==> src/rtl/nf10_timestamp_pkg.sv <==
// Shared constants for the receive-path timestamp stamper: timestamp width,
// default tuser field position and the skid-buffer state encoding.
package nf10_timestamp_pkg;

   localparam int unsigned TIMESTAMP_WIDTH      = 64;
   localparam int unsigned TS_TUSER_POS_DEFAULT = 64;

   localparam int unsigned SKID_STATE_W = 2;
   localparam logic [SKID_STATE_W-1:0] SKID_EMPTY = 2'd0;
   localparam logic [SKID_STATE_W-1:0] SKID_ONE   = 2'd1;
   localparam logic [SKID_STATE_W-1:0] SKID_FULL  = 2'd2;

endpackage

==> src/rtl/axis_skid_buffer.sv <==
// Generic two-entry registered stream slice: output register plus one skid
// register, with a registered ready that drops only while both are occupied.
module axis_skid_buffer
   import nf10_timestamp_pkg::*;
#(
   parameter int unsigned PAYLOAD_WIDTH = 8
) (
   input  logic                     clk,
   input  logic                     reset,
   input  logic [PAYLOAD_WIDTH-1:0] s_payload_i,
   input  logic                     s_valid_i,
   output logic                     s_ready_o,
   output logic [PAYLOAD_WIDTH-1:0] m_payload_o,
   output logic                     m_valid_o,
   input  logic                     m_ready_i
);

   logic [SKID_STATE_W-1:0]  state_q, state_d;
   logic [PAYLOAD_WIDTH-1:0] out_q, out_d;
   logic [PAYLOAD_WIDTH-1:0] skid_q, skid_d;
   logic                     m_valid_q, m_valid_d;
   logic                     s_ready_q, s_ready_d;
   logic                     in_acc;
   logic                     out_acc;

   assign in_acc  = s_valid_i & s_ready_q;
   assign out_acc = m_valid_q & m_ready_i;

   // Next-state and data steering; the skid entry is only touched when the
   // output register is occupied and not draining in the same cycle.
   always_comb begin
      state_d = state_q;
      out_d   = out_q;
      skid_d  = skid_q;
      case (state_q)
         SKID_EMPTY: begin
            if (in_acc) begin
               out_d   = s_payload_i;
               state_d = SKID_ONE;
            end
         end
         SKID_ONE: begin
            if (in_acc && out_acc) begin
               out_d = s_payload_i;
            end else if (in_acc) begin
               skid_d  = s_payload_i;
               state_d = SKID_FULL;
            end else if (out_acc) begin
               state_d = SKID_EMPTY;
            end
         end
         SKID_FULL: begin
            if (out_acc) begin
               out_d   = skid_q;
               state_d = SKID_ONE;
            end
         end
         default: begin
            state_d = SKID_EMPTY;
         end
      endcase
      m_valid_d = (state_d != SKID_EMPTY);
      s_ready_d = (state_d != SKID_FULL);
   end

   always_ff @(posedge clk) begin
      if (reset) begin
         state_q   <= SKID_EMPTY;
         out_q     <= '0;
         skid_q    <= '0;
         m_valid_q <= 1'b0;
         s_ready_q <= 1'b0;
      end else begin
         state_q   <= state_d;
         out_q     <= out_d;
         skid_q    <= skid_d;
         m_valid_q <= m_valid_d;
         s_ready_q <= s_ready_d;
      end
   end

   assign s_ready_o   = s_ready_q;
   assign m_payload_o = out_q;
   assign m_valid_o   = m_valid_q;

endmodule

==> src/rtl/timestamp_stamper.sv <==
// Stamps the free-running timestamp into tuser on the first accepted beat of
// each AXI4-Stream packet and forwards the stream through a registered skid.
module timestamp_stamper
   import nf10_timestamp_pkg::*;
#(
   parameter int unsigned C_AXIS_DATA_WIDTH  = 256,
   parameter int unsigned C_AXIS_TUSER_WIDTH = 128,
   parameter int unsigned TIMESTAMP_WIDTH    = nf10_timestamp_pkg::TIMESTAMP_WIDTH,
   parameter int unsigned TS_TUSER_POS       = TS_TUSER_POS_DEFAULT
) (
   input  logic                            clk,
   input  logic                            reset,
   input  logic [TIMESTAMP_WIDTH-1:0]      stamp_counter,
   input  logic                            stamp_enable,
   input  logic [C_AXIS_DATA_WIDTH-1:0]    s_axis_tdata,
   input  logic [C_AXIS_DATA_WIDTH/8-1:0]  s_axis_tstrb,
   input  logic [C_AXIS_TUSER_WIDTH-1:0]   s_axis_tuser,
   input  logic                            s_axis_tvalid,
   input  logic                            s_axis_tlast,
   output logic                            s_axis_tready,
   output logic [C_AXIS_DATA_WIDTH-1:0]    m_axis_tdata,
   output logic [C_AXIS_DATA_WIDTH/8-1:0]  m_axis_tstrb,
   output logic [C_AXIS_TUSER_WIDTH-1:0]   m_axis_tuser,
   output logic                            m_axis_tvalid,
   output logic                            m_axis_tlast,
   input  logic                            m_axis_tready,
   output logic [31:0]                     pkt_count
);

   localparam int unsigned STRB_WIDTH    = C_AXIS_DATA_WIDTH / 8;
   localparam int unsigned PAYLOAD_WIDTH = C_AXIS_DATA_WIDTH + STRB_WIDTH
                                           + C_AXIS_TUSER_WIDTH + 1;

   logic                          in_pkt_q, in_pkt_d;
   logic [31:0]                   pkt_count_q, pkt_count_d;
   logic                          skid_ready;
   logic                          in_acc;
   logic                          sof;
   logic                          stamp_sof;
   logic [C_AXIS_TUSER_WIDTH-1:0] tuser_merged;
   logic [PAYLOAD_WIDTH-1:0]      skid_in;
   logic [PAYLOAD_WIDTH-1:0]      skid_out;

   assign in_acc    = s_axis_tvalid & skid_ready;
   assign sof       = ~in_pkt_q;
   assign stamp_sof = sof & stamp_enable;

   // The merge sits in front of the skid so the stamp is the counter at the
   // input accept edge, regardless of how long the beat waits downstream.
   always_comb begin
      tuser_merged = s_axis_tuser;
      if (stamp_sof) begin
         tuser_merged[TS_TUSER_POS +: TIMESTAMP_WIDTH] = stamp_counter;
      end
   end

   always_comb begin
      in_pkt_d    = in_pkt_q;
      pkt_count_d = pkt_count_q;
      if (in_acc) begin
         in_pkt_d = ~s_axis_tlast;
         if (stamp_sof) begin
            pkt_count_d = pkt_count_q + 32'd1;
         end
      end
   end

   always_ff @(posedge clk) begin
      if (reset) begin
         in_pkt_q    <= 1'b0;
         pkt_count_q <= '0;
      end else begin
         in_pkt_q    <= in_pkt_d;
         pkt_count_q <= pkt_count_d;
      end
   end

   assign skid_in = {s_axis_tdata, s_axis_tstrb, tuser_merged, s_axis_tlast};

   axis_skid_buffer #(
      .PAYLOAD_WIDTH (PAYLOAD_WIDTH)
   ) u_skid (
      .clk         (clk),
      .reset       (reset),
      .s_payload_i (skid_in),
      .s_valid_i   (s_axis_tvalid),
      .s_ready_o   (skid_ready),
      .m_payload_o (skid_out),
      .m_valid_o   (m_axis_tvalid),
      .m_ready_i   (m_axis_tready)
   );

   assign {m_axis_tdata, m_axis_tstrb, m_axis_tuser, m_axis_tlast} = skid_out;
   assign s_axis_tready = skid_ready;
   assign pkt_count     = pkt_count_q;

endmodule

==> config.mk <==
export PLATFORM = sky130hd
export DESIGN_NAME = timestamp_stamper
export DESIGN_NICKNAME = d
export VERILOG_FILES = /design/src/rtl/nf10_timestamp_pkg.sv /design/src/rtl/axis_skid_buffer.sv /design/src/rtl/timestamp_stamper.sv
export SDC_FILE = /design/constraint.sdc
export NUM_CORES = 2
export LEC_CHECK = 0
export ABC_AREA = 0
export BUFFER_PORTS_ARGS = -buffer_cell sky130_fd_sc_hd__buf_2
export CAP_MARGIN = 25
export CORE_AREA = 2 2 365 367
export DETAILED_ROUTE_END_ITERATION = 8
export DIE_AREA = 0 0 367 369
export SETUP_SLACK_MARGIN = 0.02
export SYNTH_ARGS = -nofsm -noshare
export SYNTH_HDL_FRONTEND = slang
export SYNTH_SLANG_ARGS = --single-unit
export TNS_END_PERCENT = 100
==> constraint.sdc <==
create_clock -name clk -period 5.55 [get_ports clk]
set_input_delay 0.555 -clock clk [delete_from_list [all_inputs] [get_ports clk]]
set_output_delay 0.555 -clock clk [all_outputs]
set_load 0.1 [all_outputs]
# After elaboration in Yosys (flattened, before gate mapping)
# Cells that the tools add are included.
# totals
ff_bits	871
word_cells	38
# op_classes
n_reduce_logical	7
n_eq_ne	6
n_addsub	1
n_mux	11
n_bitwise	6
# ops
cell	n
$mux W417	3
$pmux W417 S3	1
$mux W64	1
$add A32 B1 Y32 const B	1
$mux W2	5
$ne A2 B1 Y1 const B	3
$pmux W2 S3	1
$reduce_and A4 Y1	1
$and A1 B1 Y1	3
$not A1 Y1	3
$reduce_and A3 Y1	1
$reduce_bool A3 Y1	1
$eq A2 B1 Y1 const B	1
$eq A2 B2 Y1 const B	1
$logic_not A2 Y1	1
$ne A2 B2 Y1 const B	1
$reduce_and A2 Y1	1
$reduce_bool A2 Y1	1
$logic_and A1 B1 Y1	1

# Logic depth before layout (Yosys ltp)
# logic_depth
depth_word	6
ltp_mapped	7

# Modules after synthesis
# A second synthesis with hierarchy kept.
# hier_totals
hier_cells	4129
hier_area_um2	39497.9
# by_module_without_submodules
module	n_inst	seq_area_each_um2	cells_each	area_each_um2
axis_skid_buffer	1	16776.1	3870	37151.9
timestamp_stamper	1	660.6	259	2346.0

# Worst setup path before layout
# Ideal clock, no wire load.
# synth_timing
path_kind	reg2reg
startpoint	register pkt_count_q[0], in the netlist pkt_count[0]
endpoint	register pkt_count_q[26], in the netlist pkt_count[26]
setup_time_ns	0.070
n_path_buf	1
path_stages_with_launch	7
arrival_ns	2.661
period_less_slack_ns	2.732
slack_ns	2.818
cell_sequence	dfxtp_1 ha_1 nand2_1 or4_1 buf_2 or4_1 a21oi_1
# synth_between
elab_chain_cells	1
# synth_rtl
item	line_no	source
from (decl)	timestamp_stamper.sv:35	logic [31:0] pkt_count_q, pkt_count_d;
from (signal assigned)	timestamp_stamper.sv:74	pkt_count_q <= pkt_count_d;
$add A32 B1 Y32	timestamp_stamper.sv:63	pkt_count_d = pkt_count_q + 32'd1;
# Every way passes these cells.
# A chain may end at the register's enable or synchronous reset.

# Worst setup path after layout
# layout_timing
startpoint	register u_skid.s_ready_q, in the netlist u_skid.s_ready_o
endpoint	register u_skid.out_q[398], in the netlist u_skid.m_payload_o[398]
# layout_between
elab_chain_cells	4
word_cells_on_any_way	5
classes_between	eq/ne: 2; bitwise: 1; reduce/logical: 2
# layout_rtl
item	line_no	source
from (decl)	axis_skid_buffer.sv:22	logic s_ready_q, s_ready_d;
from (signal assigned)	axis_skid_buffer.sv:78	s_ready_q <= s_ready_d;
$and A1 B1 Y1 *	axis_skid_buffer.sv:26	assign in_acc = s_valid_i & s_ready_q;
$logic_and A1 B1 Y1	axis_skid_buffer.sv:43	if (in_acc && out_acc) begin
$ne A2 B1 Y1 (no source line)	-	
$reduce_and A4 Y1 (no source line) *	-	
to (signal assigned)	axis_skid_buffer.sv:75	out_q <= out_d;
to (decl)	axis_skid_buffer.sv:19	logic [PAYLOAD_WIDTH-1:0] out_q, out_d;
# Every way passes the cells marked *; elsewhere a longest branch is shown, timed or not.

==> impl_metrics.json <==
{
  "grt_use_total_pct": 18.28,
  "yosys_register_bits": 871,
  "clk_path_buf_depth": 3,
  "yosys_warnings": 0,
  "fmax_ghz": 0.3110,
  "dr.pass1.iters": 5,
  "synth_edf_count": 0,
  "critPathKind": "flop to flop",
  "htreeDepth": 3,
  "grt.overflow.total": 0,
  "clk_latency_ns": 0.71,
  "n_fill_cell": 13880,
  "rows": 133,
  "cp-end-kind": "flop",
  "cp_max_fo": 58,
  "areaGrowthSynthToFinish_pct": 26.85,
  "cts_hold_buf": 0,
  "wl_per_cell_um": 19.10,
  "maxSlewHeadroom_pct": 16.65,
  "grt_pass1_wl_um": 196500,
  "min_period_ns": 3.215,
  "tightest_slew_ns": 1.250,
  "setup_viol": 0,
  "skew_ns": 0.04668,
  "vias_per_cell": 5.074,
  "first_global_vias": 31750,
  "port_buffers": 936,
  "numCtsBuffers": 98,
  "static-leakage-power_uw": 0.01748,
  "core_mm2": 0.1311,
  "hpwl_um": 84780,
  "rsz0062_at_grt": "false",
  "cts_root_buf": "clkbuf_16",
  "startpoint_type": "flop",
  "start_util_pct": 26.67,
  "path_cells": "and3b_2, nand3_4, nand2_4, buf_4, a311oi_1",
  "synth_flop_cell": "dfxtp_1",
  "post-cts-setup-buffer-count": 0,
  "syn_area_per_cell_um2": 7.951,
  "place_area_mm2": 0.04093,
  "antenna_left": 0,
  "synth.largest_area_cell": "dfxtp_1",
  "stdcell_area_mm2": 0.04436,
  "antenna_found_initial": 42,
  "status": "finished clean",
  "cts_tree": "yes",
  "die_x_um": 367,
  "cp.arrival_ns": 3.73,
  "seq_area_frac_synth_pct": 49.86,
  "place_congestion": 0.9461,
  "cts_resized": 0,
  "required_ns": 6.07,
  "drive_gt1_share_pct": 22.71,
  "synth_area_mm2": 0.03497,
  "min_path_cells": 3,
  "ir_drop_uv": 256.8,
  "dieArea_mm2": 0.1354,
  "drt-total-wl_um": 131900,
  "final_net_count": 5533,
  "hold_viol": 0,
  "hp-class": "input pin to flop",
  "yosys.cell_types.count": 37,
  "cts_num_sinks": 871,
  "vias": 35030,
  "drt-initial-drc-count": 2861,
  "drc": 0,
  "final-max-slew-violation-count": 0,
  "power_density_mw_per_mm2": 392.4,
  "synthTopCellsByArea": "dfxtp_1 (50%), nand2_1 (15%), a311oi_1 (8.9%)",
  "cap_violations": 0,
  "async_flop_share_pct": 0,
  "die_h_um": 369,
  "io_pins": 937,
  "synth.top_cell.area_share_pct": 49.86,
  "path_clk_slew_ns": 0.07,
  "crit_slowest_cell": "nand2_4",
  "grt_max_degree": 177,
  "total_power_uw": 17410,
  "fin_crit_sh_pct": 57.93,
  "cp_slowest_stage_delay_ns": 1.01,
  "setup-tns-final_ns": 0,
  "syn_inst": 4398,
  "reg2reg_depth": 5,
  "syn_nets": 4885
}
path summary, 6_finish.rpt:
check | to | slack (ns) | start
worst max-delay path | u_skid.m_payload_o[398] | 2.34 | u_skid.s_ready_o
worst min-delay path | u_skid.skid_q[174] | 0.09 | s_axis_tdata[13]
worst min register to register | u_skid.skid_q[361] | 0.45 | u_skid.skid_q[361]
worst max register to register | u_skid.m_payload_o[398] | 2.34 | u_skid.s_ready_o
cells by family after synthesis:
group	Yosys count	synth area share, %
buffers and inverters	445	4.898
AO/OA/AOI/OAI	943	18.78
XOR/XNOR	11	0.2755
flip-flops	871	49.86
AND/OR/NAND/NOR	2060	24.22
multiplexers	67	1.925
adder cells (fa/ha/maj)	1	0.03578
worst max-delay path, delay by kind of cell (launching register included):
family | cells | cell delay (ns)
buffers and inverters | 1 | 0.51
flip-flops | 1 | 0.47
AND/OR/NAND/NOR | 3 | 1.86
AO/OA/AOI/OAI | 1 | 0.18
placed cells by master, fill, tap and decap left out, types with 16 or more instances in the layout:
cell	count
nand2_1	1427
buf_2	935
dfxtp_1	871
a21oi_1	439
nor3_1	354
a311oi_1	354
nor2_1	143
clkbuf_16	98
nand3_1	76
mux2i_1	65
a211oi_1	64
a221o_1	64
buf_4	29
diode_2	27
buf_12	23
clkbuf_8	22
clkbuf_1	18
clkinv_2	16
sequential cells by signal, summed over array words and instances, names as in the netlist:
name                flops
in_pkt_q                1
pkt_count              32
u_skid.m_payload_o    417
u_skid.m_valid_o        1
u_skid.s_ready_o        1
u_skid.skid_q         417
u_skid.state_q          2
per-stage QoR:
| step | hold slack (ns) | utilization, % | instances | worst slack, ns |
|---|---|---|---|---|
| floorplan | 0.4366 | - | 4398 | 2.818 |
| global placement | 0.4414 | 31.21 | 6700 | 2.130 |
| detailed placement | 0.4465 | 31.21 | 6700 | 2.118 |
| CTS | 0.02370 | 33.76 | 6876 | 2.302 |
| global route | 0.04745 | 33.81 | 6897 | 2.116 |
| finish | 0.09105 | 33.83 | 6904 | 2.335 |
power by group:
group	leakage [uW]	internal, uW	switching [uW]
logic	0.00875	757	3130
clock network	0.00163	3930	2770
registers	0.00710	6610	201
synth_stat cells (all sizes together), types with 4 or more instances:
| cell | count |
|---|---|
| a211oi | 64 |
| a21oi | 440 |
| a221o | 64 |
| a311oi | 354 |
| and4 | 6 |
| buf | 57 |
| clkbuf | 384 |
| dfxtp | 871 |
| inv | 4 |
| mux2i | 65 |
| nand2 | 1428 |
| nand3 | 78 |
| nand4 | 10 |
| nor2 | 146 |
| nor3 | 354 |
| nor4 | 4 |
| o21ai | 7 |
| o31ai | 12 |
| or3 | 5 |
| or4 | 14 |
| xnor2 | 5 |
| xor2 | 6 |
area by class of cell:
cell class / instances / area (um2) / share of cell area (%)
Sequential cell: 871 / 17440 / 39.31
Multi-Input combinational cell: 3082 / 15910 / 35.86
Timing Repair Buffer: 989 / 5400 / 12.17
Clock buffer: 138 / 2823 / 6.363
Tap cell: 1755 / 2196 / 4.950
Clock inverter: 38 / 513.0 / 1.156
Antenna cell: 27 / 67.56 / 0.1523
Inverter: 4 / 15.01 / 0.03385
metal layers:
metal,vias to the layer above,global-route usage (%),wire length (um)
met5,-,0,201
met2,1242,29.06,61770
met1,16790,23.14,54380
met3,265,5.106,10530
met4,32,7.779,5018
li1,16710,-,-
No activity file was read; power rests on OpenSTA's default activity.
